===== config.mk =====
export PLATFORM = sky130hd
export DESIGN_NAME = mi_issue_queue
export DESIGN_NICKNAME = d
export VERILOG_FILES = /design/src/rtl/mi_issue_queue.sv
export SDC_FILE = /design/constraint.sdc
export NUM_CORES = 1
export LEC_CHECK = 0
export ABC_AREA = 1
export CAP_MARGIN = 20
export CORE_ASPECT_RATIO = 1.25
export CORE_MARGIN = 4
export CORE_UTILIZATION = 35
export DETAILED_ROUTE_END_ITERATION = 6
export PLACE_DENSITY = 0.61
export SETUP_SLACK_MARGIN = 0.3
export SLEW_MARGIN = 5
export SYNTH_ARGS = -nofsm -noshare
export SYNTH_HDL_FRONTEND = slang
export SYNTH_SLANG_ARGS = --single-unit

===== constraint.sdc =====
create_clock -name clk -period 19.7 [get_ports clk]
set_clock_uncertainty 0.05 [all_clocks]
set_input_delay 3.94 -clock clk [delete_from_list [all_inputs] [get_ports clk]]
set_output_delay 3.94 -clock clk [all_outputs]
set_load 0.1 [all_outputs]

===== src/rtl/mi_issue_queue.sv =====
// mi_issue_queue: circular instruction buffer feeding the two decoder slots.
// Accepts one or two fetched instructions per cycle, presents up to two head
// entries, and suppresses slot 1 on intra-pair hazards or control flow in slot 0.
// Optional build macro MI_ISSUE_STATS_EN adds a dual-issue cycle counter (dual_cnt_o).
module mi_issue_queue #(
    parameter int unsigned INST_DW = 32,
    parameter int unsigned INST_AW = 32,
    parameter int unsigned DEPTH   = 8,
    parameter int unsigned PTR_W   = 3
) (
    input  logic               clk,
    input  logic               rst,
    input  logic               fetch_valid_i,
    output logic               fetch_ready_o,
    input  logic [INST_AW-1:0] fetch_pc_i,
    input  logic [INST_DW-1:0] fetch_inst0_i,
    input  logic [INST_DW-1:0] fetch_inst1_i,
    input  logic               fetch_inst1_valid_i,
    input  logic               flush_i,
    input  logic               issue_ready_i,
    output logic               issue0_valid_o,
    output logic [INST_DW-1:0] issue0_inst_o,
    output logic [INST_AW-1:0] issue0_pc_o,
    output logic               issue1_valid_o,
    output logic [INST_DW-1:0] issue1_inst_o,
    output logic [INST_AW-1:0] issue1_pc_o,
    output logic [PTR_W:0]     count_o
`ifdef MI_ISSUE_STATS_EN
    ,
    output logic [31:0]        dual_cnt_o
`endif
);

    localparam int unsigned CW = PTR_W + 1;
    localparam logic [CW-1:0] READY_MAX = CW'(DEPTH - 2);
    localparam logic [INST_DW-1:0] NOP = INST_DW'(32'h0000_0013);

    localparam logic [6:0] OPC_OP     = 7'b0110011;
    localparam logic [6:0] OPC_OPIMM  = 7'b0010011;
    localparam logic [6:0] OPC_LOAD   = 7'b0000011;
    localparam logic [6:0] OPC_STORE  = 7'b0100011;
    localparam logic [6:0] OPC_LUI    = 7'b0110111;
    localparam logic [6:0] OPC_AUIPC  = 7'b0010111;
    localparam logic [6:0] OPC_BRANCH = 7'b1100011;
    localparam logic [6:0] OPC_JAL    = 7'b1101111;
    localparam logic [6:0] OPC_JALR   = 7'b1100111;

    logic [INST_AW-1:0] pc_mem   [DEPTH];
    logic [INST_DW-1:0] inst_mem [DEPTH];

    logic [PTR_W-1:0] rd_ptr, wr_ptr, rd_ptr_nx1, wr_ptr_nx1;
    logic [CW-1:0]    count, count_next;

    logic [INST_DW-1:0] head0, head1;
    logic [6:0]         op0, op1;
    logic [4:0]         rd0, rd1, rs1_1, rs2_1;
    logic               ctrl0, wr0, wr1, use_rs1, use_rs2, raw, waw;
    logic               v0, v1;
    logic               push, pop;
    logic [1:0]         push_n, pop_n;

    function automatic logic writes_rd(input logic [6:0] op);
        return op inside {OPC_OP, OPC_OPIMM, OPC_LOAD, OPC_LUI, OPC_AUIPC, OPC_JAL, OPC_JALR};
    endfunction

    assign rd_ptr_nx1 = rd_ptr + PTR_W'(1);
    assign wr_ptr_nx1 = wr_ptr + PTR_W'(1);

    // Head decode and hazard detection for the presented pair
    always_comb begin
        head0   = inst_mem[rd_ptr];
        head1   = inst_mem[rd_ptr_nx1];
        op0     = head0[6:0];
        op1     = head1[6:0];
        rd0     = head0[11:7];
        rd1     = head1[11:7];
        rs1_1   = head1[19:15];
        rs2_1   = head1[24:20];
        ctrl0   = op0 inside {OPC_BRANCH, OPC_JAL, OPC_JALR};
        wr0     = writes_rd(op0) && (rd0 != 5'd0);
        wr1     = writes_rd(op1);
        use_rs1 = op1 inside {OPC_OP, OPC_OPIMM, OPC_LOAD, OPC_STORE, OPC_BRANCH, OPC_JALR};
        use_rs2 = op1 inside {OPC_OP, OPC_STORE, OPC_BRANCH};
        raw     = wr0 && ((use_rs1 && rs1_1 == rd0) || (use_rs2 && rs2_1 == rd0));
        waw     = wr0 && wr1 && (rd1 == rd0);
        v0      = count >= CW'(1);
        v1      = (count >= CW'(2)) && !ctrl0 && !raw && !waw;
    end

    // Slot outputs; invalid slots show a NOP at pc 0
    always_comb begin
        issue0_valid_o = v0;
        issue1_valid_o = v1;
        issue0_inst_o  = v0 ? head0 : NOP;
        issue0_pc_o    = v0 ? pc_mem[rd_ptr] : '0;
        issue1_inst_o  = v1 ? head1 : NOP;
        issue1_pc_o    = v1 ? pc_mem[rd_ptr_nx1] : '0;
        fetch_ready_o  = count <= READY_MAX;
        count_o        = count;
    end

    // Push/pop amounts; ready uses the pre-pop occupancy
    always_comb begin
        push       = fetch_valid_i && fetch_ready_o && !flush_i;
        pop        = issue_ready_i && !flush_i;
        push_n     = push ? (fetch_inst1_valid_i ? 2'd2 : 2'd1) : 2'd0;
        pop_n      = pop ? ({1'b0, v0} + {1'b0, v1}) : 2'd0;
        count_next = count + CW'(push_n) - CW'(pop_n);
    end

    // Pointer and occupancy state; flush returns to the empty origin
    always_ff @(posedge clk or posedge rst) begin
        if (rst) begin
            rd_ptr <= '0;
            wr_ptr <= '0;
            count  <= '0;
        end else if (flush_i) begin
            rd_ptr <= '0;
            wr_ptr <= '0;
            count  <= '0;
        end else begin
            rd_ptr <= rd_ptr + PTR_W'(pop_n);
            wr_ptr <= wr_ptr + PTR_W'(push_n);
            count  <= count_next;
        end
    end

    // Entry storage; contents are not reset since count gates visibility
    always_ff @(posedge clk) begin
        if (push) begin
            pc_mem[wr_ptr]   <= fetch_pc_i;
            inst_mem[wr_ptr] <= fetch_inst0_i;
            if (fetch_inst1_valid_i) begin
                pc_mem[wr_ptr_nx1]   <= fetch_pc_i + INST_AW'(4);
                inst_mem[wr_ptr_nx1] <= fetch_inst1_i;
            end
        end
    end

`ifdef MI_ISSUE_STATS_EN
    logic [31:0] dual_cnt;

    // Count cycles where both slots issue; survives flush, wraps naturally
    always_ff @(posedge clk or posedge rst) begin
        if (rst) begin
            dual_cnt <= '0;
        end else if (pop && v1) begin
            dual_cnt <= dual_cnt + 32'd1;
        end
    end

    assign dual_cnt_o = dual_cnt;
`endif

endmodule


Yosys cells after proc, flatten, opt, wreduce, memory -nomap -nowiden. Memories as Yosys holds them, arrays and structs flattened. Cells that the tools add are included.

Flip-flop bits (word level): 10. Memory bits (writable): 512. Input port bits: 102. Output and inout port bits: 135. Word-level logic and storage cells: 74. Memories kept: 2.

Add/sub/neg operators: 8. Order comparisons: 3. Eq/ne operators: 20. Muxes and demuxes: 15. Reductions and logical operators: 23.

Memory list: inst_mem (depth 8, width 32, rd ports 2, clocked after Yosys merged registers in 0, wr ports 2, RTL line 49) `logic [INST_DW-1:0] inst_mem [DEPTH];`; pc_mem (depth 8, width 32, rd ports 2, clocked after Yosys merged registers in 0, wr ports 2, RTL line 48) `logic [INST_AW-1:0] pc_mem [DEPTH];`.

Operators by type and width (number): 32-bit two-way mux (4); 7-bit == test, second input constant (6); 7-bit by 6-bit == test with 1-bit output, second input constant (5); 32-bit by 3-bit adder with 32-bit output, second input constant (1); 7-bit by 5-bit == test with 1-bit output, second input constant (4); 5-bit == test (3); 7-bit by 2-bit == test with 1-bit output, second input constant (2); 7-bit nonzero test (2); 1-bit logical AND (12); 3-bit by 1-bit adder with 3-bit output, second input constant (2); 3-bit by 2-bit adder with 3-bit output (2); 2-bit two-way mux (3); 3-bit two-way mux (2); 3-bit nonzero test (2); 6-bit nonzero test (1); 1-bit two-way mux (5); 5-bit nonzero test (1); 4-bit by 2-bit adder with 4-bit output (1); 4-bit by 1-bit greater-or-equal comparator with 1-bit output, second input constant (1); 4-bit by 2-bit greater-or-equal comparator with 1-bit output, second input constant (1); 4-bit by 3-bit less-or-equal comparator with 1-bit output, second input constant (1); 1-bit zero test (4); 4-bit two-way mux (1); 4-bit by 2-bit subtractor with 4-bit output (1); other kinds (2) (2).

Depth between registers and ports, before layout. Gate-level depths: netlist of run 1. An unclocked memory read counts as a cell.

Depth after elaboration: 14. Gate-level depth with buffers: 30. Mapped depth without buffers: 27.

Worst setup path after synthesis of run 1. Ideal clock, no wire load.

Kind: input-to-reg. Start point: input flush_i. End point: memory inst_mem[2][0], enable pin. Data arrival time: 10.979 ns. Data required time: 18.989 ns. Setup slack: 8.010 ns. Stages: 4. Cells stage by stage: clkbuf_1 inv_1 nand3_2 o41ai_1.

RTL lines: from (decl) (RTL line 19) `input logic flush_i,`; to (decl) (RTL line 49).

Worst setup path after layout of run 1.
Start point: register rd_ptr[1]. End point: output issue1_inst_o[26].

Longest elaborated chain between the ends: 11.

RTL lines: from (decl) (RTL line 51) `logic [PTR_W-1:0] rd_ptr, wr_ptr, rd_ptr_nx1, wr_ptr_nx1;`; from (signal assigned) (RTL line 122) `rd_ptr <= rd_ptr + PTR_W'(pop_n);`; 3-bit by 1-bit adder with 3-bit output (RTL line 66) `assign rd_ptr_nx1 = rd_ptr + PTR_W'(1);`; memory 8 x 32 bit *; 7-bit by 6-bit == test with 1-bit output, or another cell as far along (RTL line 63, 82, 83); 6-bit nonzero test or 3-bit nonzero test (tied branches) (RTL line 82, 83); 1-bit logical AND (RTL line 84) `raw = wr0 && ((use_rs1 && rs1_1 == rd0) || (use_rs2 && rs2_1 == rd0));`; 1-bit logical OR (RTL line 84); 1-bit logical AND (RTL line 84); 1-bit zero test (RTL line 87) `v1 = (count >= CW'(2)) && !ctrl0 && !raw && !waw;`; 1-bit logical AND (2 in a row) (RTL line 87); 32-bit two-way mux * (RTL line 96) `issue1_inst_o = v1 ? head1 : NOP;`; to (decl) (RTL line 25) `output logic [INST_DW-1:0] issue1_inst_o,`.

Every way passes the cells marked *; elsewhere a longest branch is shown, timed or not.

==> results of run 1 <==
stage by stage:
stage | power [mW] | util [%]
2_1_floorplan | 4.276 | -
3_3_place_gp | 5.245 | 38.22
3_5_place_dp | 5.259 | 38.22
4_1_cts | 6.398 | 40.33
5_1_grt | 6.681 | 40.39
6_report | 6.379 | 40.40
cell type report:
class	count	area [um^2]	area share [%]
sequential	522	15640	41.66
tap	1206	1509	4.020
timing repair buffer	286	2803	7.467
clock inverter	46	516.7	1.377
multi-input combinational	2994	14510	38.67
antenna	3	7.507	0.02000
inverter	288	1102	2.937
clock buffer	62	1445	3.850
flip-flops by register name, summed over array words and instances, names as in the netlist:
signal	count
wr_ptr	3
inst_mem	256
pc_mem	256
rd_ptr	3
count_o	4
synthesized netlist by cell type (2+ instances only):
library cell  instances
a221oi_1              2
dfrtp_1              10
nand2_2               2
xnor2_1               2
nor3_1               56
nor2_2                6
clkinv_1              2
nor2_1              370
nand3b_1              2
buf_6                 6
nand4_1               5
buf_2               140
inv_1               280
buf_1                12
buf_4                24
o211ai_1             21
o21ai_0             734
nand3_2               3
xor2_2                2
a211oi_1              7
xnor2_2               3
a32oi_1              40
o21ai_1              16
xor2_1               32
buf_8                 4
nor4_1                2
o21ai_2               2
a311oi_1              3
clkbuf_1            169
edfxtp_1            512
a31oi_1               3
nand3_1             237
o41ai_1               4
inv_2                 5
a21oi_1             155
o221a_2              93
fa_1                  4
ha_1                 13
nand2_1            1166
logic make-up after synthesis:
kind of cell	after synthesis	share of synthesized area, %
AND/OR/NAND/NOR	1856	22.74
AO/OA/AOI/OAI	1082	19.16
buffers and inverters	643	8.467
flip-flops	522	47.74
XOR/XNOR	39	1.158
adder cells (fa/ha/maj)	17	0.7416
power by group through the flow:
| stage | Combinational (mW) | Clock (mW) | Sequential, mW |
|---|---|---|---|
| 2_1_floorplan | 2.94 | 0 | 1.34 |
| 3_3_place_gp | 3.91 | 0 | 1.33 |
| 3_5_place_dp | 3.93 | 0 | 1.33 |
| 4_1_cts | 3.94 | 1.15 | 1.31 |
| 5_1_grt | 4.17 | 1.20 | 1.32 |
| 6_report | 3.93 | 1.13 | 1.31 |
tightest hold or removal path: cells and delay by family (launching register included):
| kind | cells | cell delay [ns] |
|---|---|---|
| flops | 1 | 0.51 |
| simple gates | 1 | 0.07 |
| xor+xnor | 1 | 0.12 |
routing by layer:
layer | routed length (um) | track usage, % | vias up
met4 | 5160 | 9.490 | 0
met1 | 45630 | 28.64 | 13980
met2 | 57250 | 40.66 | 1277
li1 | - | - | 14160
met3 | 8690 | 2.856 | 262
met5 | 0 | 0 | -
how the worst max path moves through the flow:
stage | to | from
floorplan | inst_mem[2][0] | flush_i
global placement | issue1_inst_o[3] | rd_ptr[1]
detailed placement | issue1_pc_o[4] | rd_ptr[1]
CTS | issue1_inst_o[26] | rd_ptr[1]
global route | issue1_pc_o[1] | rd_ptr[1]
finish | issue1_inst_o[26] | rd_ptr[1]
==> impl_metrics.ini, run 1 <==
[status]
status = complete, no violations

[synthesis]
ys_seq_area_share_pct = 47.74
synthDominantCellAreaShare_pct = 46.97
async_flop_share_pct = 1.916
synth_edf_count = 512
ys_warn_count = 0
synth_cell_types = 49
syn_inst = 4159
synth_top_area_cell = edfxtp_1
syn_nets = 4278
synth_flop_cell = edfxtp_1
synth_area_mm2 = 0.03273
synthTopCellsByArea = edfxtp_1 47%, nand2_1 13%, o21ai_0 11%
avgSynthCellArea_um2 = 7.870
ys_seq_elements = 522

[setup_path]
path_delay_family = buffers and inverters
reg2reg_from = rd_ptr[1]
slowest_delay_ns = 1.01
cpMostUsedCell = nand2_1
cp_slowest_cell = clkdlybuf4s50_1
worstPathRequired_ns = 15.71
worstSetupPathType = reg -> out
worst-path-stages = 18
path_max_fanout = 119
critPathCaptureType = output pin
regToRegEndpoint = count_o[3]
startpoint_type = flop
r2r_setup_slack_ns = 12.63
r2r.worst_path.cells = 27
worstPathCellList = buf_4, ha_2, buf_4, inv_6, nor2_1, o21ai_0, nand3_1, nand2_1, nand2_1, nand2_1, nand2_1, nor2_1, nand3_1, nand2_1, nand2_2, nand2_4, nor2_1, clkdlybuf4s50_1
cp.arrival_ns = 6.85
path_buf_inv = 4

[place]
dpl_worst_slack_ns = 9.482
dp_hpwl_um = 67570
dp_cells = 5294
gp_congestion = 0.8446
dpl_cell_area_mm2 = 0.03551
portBuffers = 236

[final_layout]
nets = 4268
instances_no_fill = 5407
area_growth_pct = 14.67
drive_above_1_share_pct = 6.932
final_cell_mix = 1,166 x nand2_1, 730 x o21ai_0, 512 x edfxtp_1
final_common_cell = nand2_1
final_cell_area_mm2 = 0.03753
nFillCells = 9295

[power_and_ir_drop]
clkPwrFrac_pct = 17.8
ir_worst_vdd_v = 0.0002045
switchingPower_mw = 3.553
pwr-share-comb_pct = 61.7
power_density_mw_per_mm2 = 170.0
p_int_mw = 2.826
power.leakage_nw = 13.80
p_sw_share_pct = 55.70
p_seq_share_pct = 20.5

[timing]
slew_headroom_pct = 13.23
finalHoldViolations = 0
fin_ws_ns = 8.855
grt_setup_unrepaired = false
fin_tns_setup_ns = 0
tightest_slew_ns = 1.301
min_period_ns = 10.84
finalMaxSlewViolations = 0
setup_viol = 0
fmax_ghz = 0.09221
hold_ws_ns = 0.6865
final.period_utilization_pct = 55.05

[floorplanning]
dieArea_mm2 = 0.09851
dieWidth_um = 281.5
coreArea_mm2 = 0.09290
num_rows = 125
initial_utilization_pct = 35.23
pin_count = 237
chipHeight_um = 349.9

[detailed_routing]
final_antenna_net_count = 0
viasPerCell = 5.490
drc_errors = 0
first_pass_iters = 6
via_count = 29680
wl_um = 116700
wl_per_cell_um = 21.59
drtIter0Drc = 3003

[grt]
grt_overflow_total = 0
grt_use_total_pct = 23.10
antenna_found_initial = 5
grt_pass1_wl_um = 173200
grt_max_degree = 282
grt_pass1_vias = 27960

[job]
cap_violations = 0

[worst_hold_path]
hp-class = reg -> reg
min_to = wr_ptr[2]
hold_start = wr_ptr[2]
holdPathStages = 2

[clock_network]
cts_resized = 0
cts.htree.levels = 2
clk_path_buf_depth = 3
cts_buffers = 57
cts_setup_buffers = 0
holdBufCountCts = 0
path_clk_slew_ns = 0.06
clock_sinks = 522
root_buffer = clkbuf_16
cts_tree = done
clk_latency_ns = 0.64
(Power assumes the default switching activity.)
==> run 2: changes to the inputs <==
==> constraint.sdc (replaced) <==
create_clock -name clk -period 11.2 [get_ports clk]
set_clock_uncertainty 0.05 [all_clocks]
set_input_delay 2.24 -clock clk [delete_from_list [all_inputs] [get_ports clk]]
set_output_delay 2.24 -clock clk [all_outputs]
set_load 0.1 [all_outputs]
==> run 2 against run 1 <==
Against the previous run: global-route usage shrank 0.077 points; wire length grew 0.49%; sequential power rose by 78%; sequential share of layout area rose by 0.15 points; combinational power grew 76%; first-iteration DRC count rose by 0.50%; register-to-register slack got worse by 8.4 ns; via count rose by 0.53%; critical path depth decreased by 1; critical path type unchanged; largest power group unchanged.
==> impl_metrics.ini, run 2 (synthesis gave the netlist of run 1 again) <==
[detailed_routing]
viasPerCell = 5.517
drc_errors = 0
via_count = 29840
first_pass_iters = 6
wl_um = 117300
wl_per_cell_um = 21.69
drtIter0Drc = 3018
final_antenna_net_count = 0

[setup_path]
path_max_fanout = 106
r2r_setup_slack_ns = 4.23
path_delay_family = buffers and inverters
slowest_delay_ns = 1.18
worstPathRequired_ns = 8.91
r2r.worst_path.cells = 25
cpMostUsedCell = nand2_1
reg2reg_from = rd_ptr[0]
cp_slowest_cell = clkdlybuf4s50_1
path_buf_inv = 3
worstPathCellList = buf_4, buf_4, nor2_1, nor2_1, o21ai_0, nand3_1, nand2_1, nand2_1, nand2_1, nand2_1, nor2_1, nand3_1, nand2_1, nand2_2, nand2_4, nor2_1, clkdlybuf4s50_1
critPathCaptureType = output pin
worstSetupPathType = reg -> out
regToRegEndpoint = count_o[3]
startpoint_type = flop
cp.arrival_ns = 6.76

[floorplanning]
initial_utilization_pct = 35.23
pin_count = 237
dieWidth_um = 281.5
coreArea_mm2 = 0.09290
dieArea_mm2 = 0.09851
num_rows = 125
chipHeight_um = 349.9

[timing]
slew_headroom_pct = 22.23
fin_ws_ns = 2.148
fin_tns_setup_ns = 0
setup_viol = 0
finalMaxSlewViolations = 0
min_period_ns = 9.052
grt_setup_unrepaired = false
finalHoldViolations = 0
final.period_utilization_pct = 80.82
tightest_slew_ns = 1.167
fmax_ghz = 0.1105

[clock_network]
holdBufCountCts = 0
root_buffer = clkbuf_16
path_clk_slew_ns = 0.06
cts_setup_buffers = 0
cts_resized = 0
clock_sinks = 522
clk_path_buf_depth = 3
cts_tree = done
cts_buffers = 57
cts.htree.levels = 2
clk_latency_ns = 0.65

[power_and_ir_drop]
p_total_mw = 11.15
power_density_mw_per_mm2 = 298.1
ir_worst_vdd_v = 0.0003576
power.leakage_nw = 13.73

[place]
portBuffers = 236
dpl_worst_slack_ns = 2.819
gp_congestion = 0.8367
dp_hpwl_um = 68490

[job]
cap_violations = 0

[worst_hold_path]
hp-class = reg -> reg
holdPathStages = 2
hold_start = wr_ptr[2]
min_to = wr_ptr[2]

[final_layout]
drive_above_1_share_pct = 6.719
area_growth_pct = 14.25
final_common_cell = nand2_1
fin_util_pct = 40.25
nFillCells = 9288
nets = 4271
final_cell_mix = 1,166 x nand2_1, 730 x o21ai_0, 512 x edfxtp_1

[grt]
grt_pass1_vias = 27930
grt_use_total_pct = 23.02
grt_max_degree = 246
antenna_found_initial = 6
grt_overflow_total = 0
grt_pass1_wl_um = 172400

[status]
status = complete, no violations
==> run 2: per-stage QoR <==
| step | instances | hold slack, ns | cell area (um^2) |
|---|---|---|---|
| floorplan | 4159 | 0.5485 | 32730 |
| detailed placement | 5298 | 0.6454 | 35530 |
| CTS | 5402 | 0.6543 | 37370 |
| global route | 5406 | 0.7077 | 37390 |
| finish | 5409 | 0.6626 | 37390 |
| global placement | 5298 | 0.6384 | 35530 |
==> run 2: how the worst max path moves through the flow <==
stage	start	to	slack (ns)	depth (start not counted)
5_1_grt	rd_ptr[0]	issue1_pc_o[7]	1.62	17
3_3_place_gp	rd_ptr[1]	issue1_inst_o[21]	2.89	15
6_report	rd_ptr[0]	issue1_inst_o[23]	2.15	17
2_1_floorplan	count_o[3]	inst_mem[2][0]	0.60	5
4_1_cts	rd_ptr[1]	issue1_pc_o[30]	2.10	15
3_5_place_dp	rd_ptr[1]	issue1_pc_o[30]	2.82	15
==> run 2: power breakdown <==
| group | internal [mW] | switching, mW |
|---|---|---|
| Sequential | 2.23 | 0.0939 |
| Clock | 1.08 | 0.829 |
| Combinational | 1.56 | 5.34 |
==> run 2: layout make-up <==
class / count / area [um^2] / share of cell area, %
multi-input combinational: 2994 / 14510 / 38.81
clock inverter: 36 / 356.6 / 0.9536
antenna: 6 / 15.01 / 0.04015
sequential: 522 / 15640 / 41.81
inverter: 288 / 1102 / 2.948
clock buffer: 68 / 1489 / 3.982
timing repair buffer: 289 / 2773 / 7.415
tap: 1206 / 1509 / 4.035
==> run 2: per-layer routing <==
layer | global-route usage, % | share of wire (%) | up-vias
met5 | 0 | 0 | -
met4 | 9.645 | 4.2 | 0
met3 | 2.989 | 7.3 | 272
met2 | 40.84 | 49 | 1306
met1 | 28.11 | 39 | 14100
li1 | - | - | 14160
==> run 2: tightest hold or removal path, cell delays in order (launching register included) <==
cell and delay (ns):
dfrtp_1 0.49, xnor2_1 0.15, nor2_1 0.04
